`src/rtl/ahfp_add_mc.sv`:
```
// ahfp_add_mc: multi-cycle IEEE-754 single-precision adder, round-to-nearest-even, denormals flushed.
// Define AHFP_ADD_SPECIALS_EN to decode inf/NaN operands instead of treating exponent 255 as ordinary.
module ahfp_add_mc (
    input  logic        clk,
    input  logic        reset,
    input  logic        clk_en,
    input  logic        start,
    input  logic [31:0] dataa,
    input  logic [31:0] datab,
    output logic        done,
    output logic        busy,
    output logic [31:0] result
);
    typedef enum logic [2:0] {IDLE, UNPACK, ALIGN, ADD, NORM, ROUND, DONE} state_t;
    state_t state;
    logic [31:0] op_a, op_b, pack, rpack, sp_val;
    logic sa, sb, sr, swap, rnd, sp_hit;
    logic signed [9:0] ea, er, ef;
    logic [26:0] ma, mb, ua, ub;
    logic [27:0] sm;
    logic [24:0] mr;
    logic [22:0] frac;
    logic [7:0] xa, xb, diff;
    logic [4:0] cnt, ediff;
    // mantissas carry {hidden, 23 fraction, guard, round, sticky}
    always_comb begin
        xa = op_a[30:23];
        xb = op_b[30:23];
        ua = (xa == 8'd0) ? 27'd0 : {1'b1, op_a[22:0], 3'b000};
        ub = (xb == 8'd0) ? 27'd0 : {1'b1, op_b[22:0], 3'b000};
        swap = {xb, ub} > {xa, ua};
        diff = swap ? xb - xa : xa - xb;
        ediff = (diff > 8'd26) ? 5'd26 : diff[4:0];
        rnd = sm[2] & (sm[1] | sm[0] | sm[3]);
        mr = {1'b0, sm[26:3]} + {24'd0, rnd};
        ef = mr[24] ? er + 10'sd1 : er;
        frac = mr[24] ? mr[23:1] : mr[22:0];
        rpack = (sm[26:0] == 27'd0) ? {sr, 31'h0} :
                (ef >= 10'sd255)    ? {sr, 31'h7F800000} :
                (ef <= 10'sd0)      ? {sr, 31'h0} : {sr, ef[7:0], frac};
`ifdef AHFP_ADD_SPECIALS_EN
        sp_hit = (&xa) | (&xb);
        sp_val = ((&xa && |op_a[22:0]) || (&xb && |op_b[22:0]) ||
                  (&xa && &xb && (op_a[31] ^ op_b[31]))) ? 32'h7FC00000 :
                 (&xa) ? op_a : op_b;
`else
        sp_hit = 1'b0;
        sp_val = 32'h0;
`endif
    end
    always_ff @(posedge clk) begin
        if (reset) begin
            state <= IDLE;
            done <= 1'b0;
            busy <= 1'b0;
            result <= 32'h0;
        end else if (clk_en) begin
            done <= 1'b0;
            case (state)
                IDLE: if (start) begin
                    op_a <= dataa;
                    op_b <= datab;
                    busy <= 1'b1;
                    state <= UNPACK;
                end
                UNPACK: if (sp_hit) begin
                    pack <= sp_val;
                    state <= DONE;
                end else begin
                    sa <= swap ? op_b[31] : op_a[31];
                    sb <= swap ? op_a[31] : op_b[31];
                    ea <= {2'b00, swap ? xb : xa};
                    ma <= swap ? ub : ua;
                    mb <= swap ? ua : ub;
                    cnt <= ediff;
                    state <= ALIGN;
                end
                ALIGN: if (cnt != 5'd0) begin
                    mb <= {1'b0, mb[26:2], mb[1] | mb[0]};
                    cnt <= cnt - 5'd1;
                    state <= (cnt == 5'd1) ? ADD : ALIGN;
                end else begin
                    state <= ADD;
                end
                ADD: begin
                    sm <= (sa == sb) ? {1'b0, ma} + {1'b0, mb} : {1'b0, ma} - {1'b0, mb};
                    sr <= (sa != sb && ma == mb) ? 1'b0 : sa;
                    er <= ea;
                    state <= NORM;
                end
                NORM: if (sm[27]) begin
                    sm <= {1'b0, sm[27:2], sm[1] | sm[0]};
                    er <= er + 10'sd1;
                    state <= ROUND;
                end else if (sm == 28'd0 || sm[26]) begin
                    state <= ROUND;
                end else begin
                    sm <= {sm[26:0], 1'b0};
                    er <= er - 10'sd1;
                end
                ROUND: begin
                    pack <= rpack;
                    state <= DONE;
                end
                DONE: begin
                    result <= pack;
                    done <= 1'b1;
                    busy <= 1'b0;
                    state <= IDLE;
                end
                default: state <= IDLE;
            endcase
        end
    end
endmodule
```
`config.mk`:
```
export PLATFORM = sky130hd
export DESIGN_NAME = ahfp_add_mc
export DESIGN_NICKNAME = d
export VERILOG_FILES = /design/src/rtl/ahfp_add_mc.sv
export SDC_FILE = /design/constraint.sdc
export NUM_CORES = 1
export LEC_CHECK = 0
export ABC_AREA = 1
export CORE_ASPECT_RATIO = 2
export CORE_MARGIN = 2
export CORE_UTILIZATION = 65
export DETAILED_ROUTE_END_ITERATION = 6
export GPL_ROUTABILITY_DRIVEN = 0
export PLACE_DENSITY = 0.85
export SLEW_MARGIN = 10
export SYNTH_ARGS = -nofsm -noshare
export SYNTH_HDL_FRONTEND = slang
export SYNTH_SLANG_ARGS = --single-unit
```
`constraint.sdc`:
```
create_clock -name clk -period 5.68 [get_ports clk]
set_input_delay 0.852 -clock clk [delete_from_list [all_inputs] [get_ports clk]]
set_output_delay 0.852 -clock clk [all_outputs]
set_load 0.05 [all_outputs]
```
==> results of run 1 <==
-- critical path, stage by stage, from the launching register on --
cell and delay (ps):
edfxtp_1 450, nor4_1 400, nand2_1 210, inv_1 620, nor2_1 170, ha_1 380
nand2_1 60, nor2_1 200, nand2_1 100, inv_1 60, nand2_1 50, nand2_1 100
nand2_1 60, nand2_1 160, nand2_2 90, inv_2 530, nand4_1 160, nand2_1 200
nand2_1 70, nand2_1 70, nand3_1 100
-- sequential cells by signal, indices dropped and copies added (netlist names) --
signal	cells
done	1
mb	27
sr	1
sb	1
ma	24
op_b	32
result	32
ea	8
pack	32
cnt	5
er	10
op_a	32
sa	1
state	3
sm	28
busy	1
-- layer usage --
layer	track usage (%)	part of all wire [%]
met1	29.9	33
met2	58.8	54
met3	4.20	5.5
met4	21.6	7.4
met5	0	0
-- metrics by stage --
stage,hold WS (ps),cells,utilization (%)
after floorplan,400,1824,-
after global placement,448,2151,71.3
after detailed placement,454,2151,71.3
after CTS,472,2191,74.6
after global routing,493,2191,74.6
final,469,2191,74.6
-- power groups by stage --
stage	registers (mW)	logic (mW)	clock network, mW
2_1_floorplan	2.04	0.389	0
3_3_place_gp	2.03	0.571	0
3_5_place_dp	2.03	0.586	0
4_1_cts	1.99	0.591	1.53
5_1_grt	2.00	0.674	1.59
6_report	1.99	0.609	1.51
-- kinds of logic (layout without fill, tap and decap cells) --
group | after synthesis | in the layout | synth area share, %
AO/OA/AOI/OAI | 389 | 389 | 14.0
buffers and inverters | 302 | 389 | 7.91
AND/OR/NAND/NOR | 750 | 750 | 22.0
adder cells (fa/ha/maj) | 96 | 96 | 8.13
flip-flops | 238 | 238 | 45.0
multiplexers | 2 | 2 | 0.133
XOR/XNOR | 47 | 47 | 2.74
-- cell type report --
cell class	instances	area (um2)	area share (%)
Inverter	237	890	5.24
Clock buffer	26	597	3.52
Sequential cell	238	6780	39.9
Timing Repair Buffer	112	1090	6.45
Multi-Input combinational cell	1284	7110	41.9
Clock inverter	14	148	0.870
Tap cell	280	350	2.06
-- cells in the final DEF, fill, tap and decap left out, drive strengths merged, types with 8 or more instances in the layout --
cell type | netlist | final
inv | 237 | 242
ha | 93 | 93
clkbuf | 49 | 26
xor2 | 42 | 42
nand2 | 355 | 355
clkdlybuf4s50 | 0 | 101
nor2 | 218 | 218
edfxtp | 201 | 201
nor3 | 50 | 50
nand3 | 83 | 83
buf | 16 | 11
dfxtp | 37 | 37
nand4 | 26 | 26
a31oi | 9 | 9
o21ai | 192 | 192
a21oi | 138 | 138
a21o | 8 | 8
o221ai | 15 | 15
-- worst paths after layout --
kind                            startpoint         end  cells past startpoint
worst min-delay path              pack[16]  result[16]                      2
worst min register to register    pack[16]  result[16]                      2
worst max register to register    op_b[24]      cnt[4]                     20
worst max-delay path              op_b[24]      cnt[4]                     20
-- synth_stat cells, drive strengths merged --
| cell | number |
|---|---|
| o41ai | 1 |
| a21o | 8 |
| or2 | 7 |
| o21ai | 192 |
| clkbuf | 49 |
| nand3b | 2 |
| and2 | 1 |
| a21boi | 2 |
| nor4 | 7 |
| o21bai | 6 |
| dfxtp | 37 |
| a221oi | 3 |
| xor2 | 42 |
| nand2 | 355 |
| nor3 | 50 |
| a211oi | 4 |
| ha | 93 |
| mux2i | 2 |
| o211ai | 4 |
| o31ai | 4 |
| fa | 3 |
| inv | 237 |
| nor3b | 1 |
| nand3 | 83 |
| edfxtp | 201 |
| nand4 | 26 |
| nor2 | 218 |
| buf | 16 |
| o221ai | 15 |
| a31oi | 9 |
| a21oi | 138 |
| o22ai | 2 |
| o21a | 1 |
| xnor2 | 5 |
==> flow_summary.json, run 1 <==
{
  "critPathKind": "reg2reg",
  "fin_crit_ps": 4530,
  "synth.yosys.seq_area_share_pct": 45.0,
  "synth.top_cell.area_share_pct": 40.1,
  "port_buffers": 101,
  "cts_root_buffer": "clkbuf_16",
  "p_comb_share_pct": 14.8,
  "clock_path_buffers": 3,
  "ys_ff_latch": 238,
  "hold_violations": 0,
  "setup_viol": 0,
  "synth_area_um2": 15000,
  "final_net_count": 2059,
  "power.switching_mw": 1.08,
  "drc_errors": 3,
  "cp_max_fo": 52,
  "start_util_pct": 66.2,
  "die-height_um": 219,
  "netlist_instances": 1824,
  "ys_types": 48,
  "die_w_um": 112,
  "grt-ovfl-total": 0,
  "first_global_vias": 13000,
  "netSwitchingFraction_pct": 26.3,
  "maxCapViolations": 0,
  "synth_top_area_cell": "edfxtp_1",
  "tns_ps": 0,
  "maxSlewViolCount": 0,
  "p_total_mw": 4.12,
  "post_cts_resized": 0,
  "worst_pin_slew_ps": 1150,
  "wl_per_cell_um": 17.1,
  "syn-num-nets": 1988,
  "boundaryPins": 102,
  "dieArea_um2": 24500,
  "cts_buffers": 22,
  "power_frac_clock_pct": 36.8,
  "num_vias": 13100,
  "grt_pass1_wl_um": 60700,
  "startpoint_type": "flip-flop",
  "power_density_nw_per_um2": 243,
  "crit_arrival_ps": 4780,
  "fillerInstances": 1660,
  "sequentialPowerShare_pct": 48.4,
  "dr.pass1.iters": 7,
  "cts-hold-fix-buffers": 0,
  "leakagePower_nw": 7.33,
  "violations": "design-rule violations",
  "antenna_found_initial": 0,
  "fmax_mhz": 221,
  "avgSynthCellArea_um2": 8.25,
  "power.internal_mw": 3.03,
  "path_clk_slew_ps": 70,
  "fin_crit_sh_pct": 79.7,
  "ant_nets": 0,
  "drive_gt1_share_pct": 5.86,
  "worstPathRequired_ps": 5940,
  "grt_start_max_net_pins": 70,
  "track_usage_pct": 30.8,
  "hold_class": "reg2reg",
  "ir_worst_vdd_mv": 0.288,
  "first_iter_violations": 1153,
  "routed_via_density": 5.96,
  "relSlewSlack_pct": 22.9,
  "skew_ps": 21.5,
  "clock_latency_ps": 530,
  "tritoncts": "yes",
  "place_hpwl_um": 28300,
  "area_growth_pct": 12.8,
  "yosys_warnings": 0,
  "rows": 78,
  "r2r_slack_ps": 1150,
  "fin_area_um2": 17000,
  "end_kind": "flip-flop",
  "diodes": 0,
  "status": "complete, but fails checks",
  "cts_setup_buffers": 0,
  "pre_cts_ws_ps": 1330,
  "wl_um": 37500,
  "place_area_um2": 16200,
  "synthTopCellsByArea": "edfxtp_1 (40%), nand2_1 (8.6%), ha_1 (7.7%), o21ai_0 (5.9%), inv_1 (5.7%)",
  "cts_num_sinks": 238,
  "layout_setup_ws_ps": 1150,
  "fp.coreArea_um2": 22700,
  "htreeDepth": 1,
  "rsz0062_at_grt": "no"
}
Note: power is estimated with default switching activity, not from simulation.
==> inputs of run 2 (changes only) <==
- CORE_UTILIZATION: 65 -> 60
- PLACE_DENSITY: 0.85 -> 0.79
- clock period: 5.68 -> 4.45 ns (I/O delays scaled with it)
==> flow_summary.json, run 2 (same netlist as run 1, synthesis figures left out) <==
{
  "stdcell_count": 2254,
  "multiInputGateArea_um2": 7130,
  "fin_area_um2": 17100,
  "status": "complete, but fails checks",
  "port_buffers": 101,
  "skew_ps": 25.6,
  "cp_slowest_cell": "nor4_1",
  "rr_startpoint": "op_b[24]",
  "dp.cells": 2213,
  "rsz0062_at_grt": "no",
  "hold_end": "pack[31]",
  "setup_viol": 0,
  "mostFrequentLayoutCell": "nand2_1",
  "boundaryPins": 102,
  "diodes": 0,
  "leakagePower_nw": 7.35,
  "dr.pass1.iters": 7,
  "cp_slowest_stage_delay_ps": 520,
  "fin_crit_sh_pct": 90.4,
  "r2r_slack_ps": 430,
  "seq_area_um2": 6780,
  "reg2regPathDepth": 16,
  "track_usage_pct": 28.5,
  "worst_pin_slew_ps": 1050,
  "ir_worst_vdd_mv": 0.336,
  "tns_ps": 0,
  "final_net_count": 2067,
  "ant_nets": 0,
  "startpoint_type": "flip-flop",
  "hold_violations": 0,
  "fmax_mhz": 249,
  "cp_max_fo": 46,
  "clock_latency_ps": 540,
  "grt-ovfl-total": 0,
  "die_w_um": 116,
  "first_global_vias": 12500,
  "clock_path_buffers": 3,
  "critPathKind": "reg2reg",
  "maxCapViolations": 0,
  "layout_common_cells": "nand2_1 (343), inv_1 (229), nor2_1 (210)",
  "start_util_pct": 60.6,
  "routed_via_density": 5.71,
  "min_from": "sr",
  "violations": "design-rule violations",
  "die-height_um": 228,
  "wl_per_cell_um": 16.4,
  "hold_ws_ps": 445,
  "worstReg2RegEnd": "mb[9]",
  "hold_class": "reg2reg",
  "worstPathCellList": "nor4_1 -> nand2_1 -> inv_1 -> buf_4 -> nor2_1 -> ha_1 -> nand2_1 -> nor2_1 -> nand4_1 -> nor2_1 -> nand2_1 -> nand2_2 -> buf_4 -> o21ai_0 -> a21oi_1 -> a21oi_1",
  "drive_gt1_share_pct": 6.20,
  "fillerInstances": 2021,
  "cts_num_sinks": 238,
  "relSlewSlack_pct": 30.1,
  "tritoncts": "yes",
  "wl_um": 37100,
  "rows": 82,
  "htreeDepth": 1,
  "antenna_found_initial": 0,
  "p_total_mw": 5.18,
  "drc_errors": 9,
  "grt_start_max_net_pins": 65,
  "crit_family": "simple AND/OR/NAND/NOR gates",
  "first_iter_violations": 1205,
  "num_vias": 12900,
  "cts_buffers": 22,
  "end_kind": "flip-flop",
  "fin_crit_ps": 4020,
  "fp.coreArea_um2": 24800,
  "place_area_um2": 16300,
  "area_growth_pct": 13.5,
  "path_clk_slew_ps": 70,
  "dieArea_um2": 26400,
  "maxSlewViolCount": 0,
  "grt_pass1_wl_um": 59900,
  "crit_arrival_ps": 4290,
  "worst-path-buf-inv": 3,
  "power_density_nw_per_um2": 303,
  "worstPathRequired_ps": 4720,
  "holdPathStages": 0,
  "cts_root_buffer": "clkbuf_16",
  "place_hpwl_um": 28000
}
==> run 2: layer usage <==
metal	GRT usage (%)	up-vias	share of wire, %
li1	-	6302	-
met1	33.8	5969	38
met2	49.2	466	51
met3	3.32	126	5.3
met4	15.8	0	5.6
met5	0	-	0
==> run 2: worst max-delay path by stage <==
stage | cells after the start | endpoint | from | slack, ps
final | 16 | mb[9] | op_b[24] | 430
after global routing | 16 | mb[21] | op_b[24] | 100
after CTS | 19 | mb[9] | op_a[24] | 430
after detailed placement | 19 | mb[9] | op_a[24] | 450
after global placement | 19 | mb[12] | op_a[24] | 610
after floorplan | 2 | op_a[0] | start | 490
==> run 2: layout make-up <==
cell class / instances / share of cell area [%]
Sequential cell: 238 / 39.7
Tap cell: 336 / 2.46
Timing Repair inverter: 1 / 0.0439
Clock buffer: 29 / 3.62
Clock inverter: 10 / 0.535
Timing Repair Buffer: 119 / 6.71
Inverter: 237 / 5.23
Multi-Input combinational cell: 1284 / 41.7
==> run 2: stage by stage <==
stage               utilization (%)  worst slack (ps)
global placement               65.8               610
finish                         68.8               427
detailed placement             65.8               449
floorplan                         -               493
CTS                            68.7               431
global route                   68.8               102
==> run 2: worst reg2reg max path: stages (launching register included) <==
cell,delay [ps]
edfxtp_1,460
nor4_1,520
nand2_1,130
inv_1,70
buf_4,280
nor2_1,140
ha_1,310
nand2_1,70
nor2_1,220
nand4_1,120
nor2_1,190
nand2_1,170
nand2_2,270
buf_4,430
o21ai_0,160
a21oi_1,160
a21oi_1,60
==> run 2: what timing repair did <==
action | CTS | global route
gates resized for setup | 0 | 4
setup buffers | 0 | 1
hold buffers | 0 | 0
hold endpoints to repair | 0 | 0
endpoints found under the setup margin | 0 | 24
==> run 2: where the power goes <==
part           leakage [nW]  internal [mW]  switching [mW]
combinational          4.88          0.273           0.505
clock                 0.348           1.04           0.817
sequential             2.12           2.51          0.0380
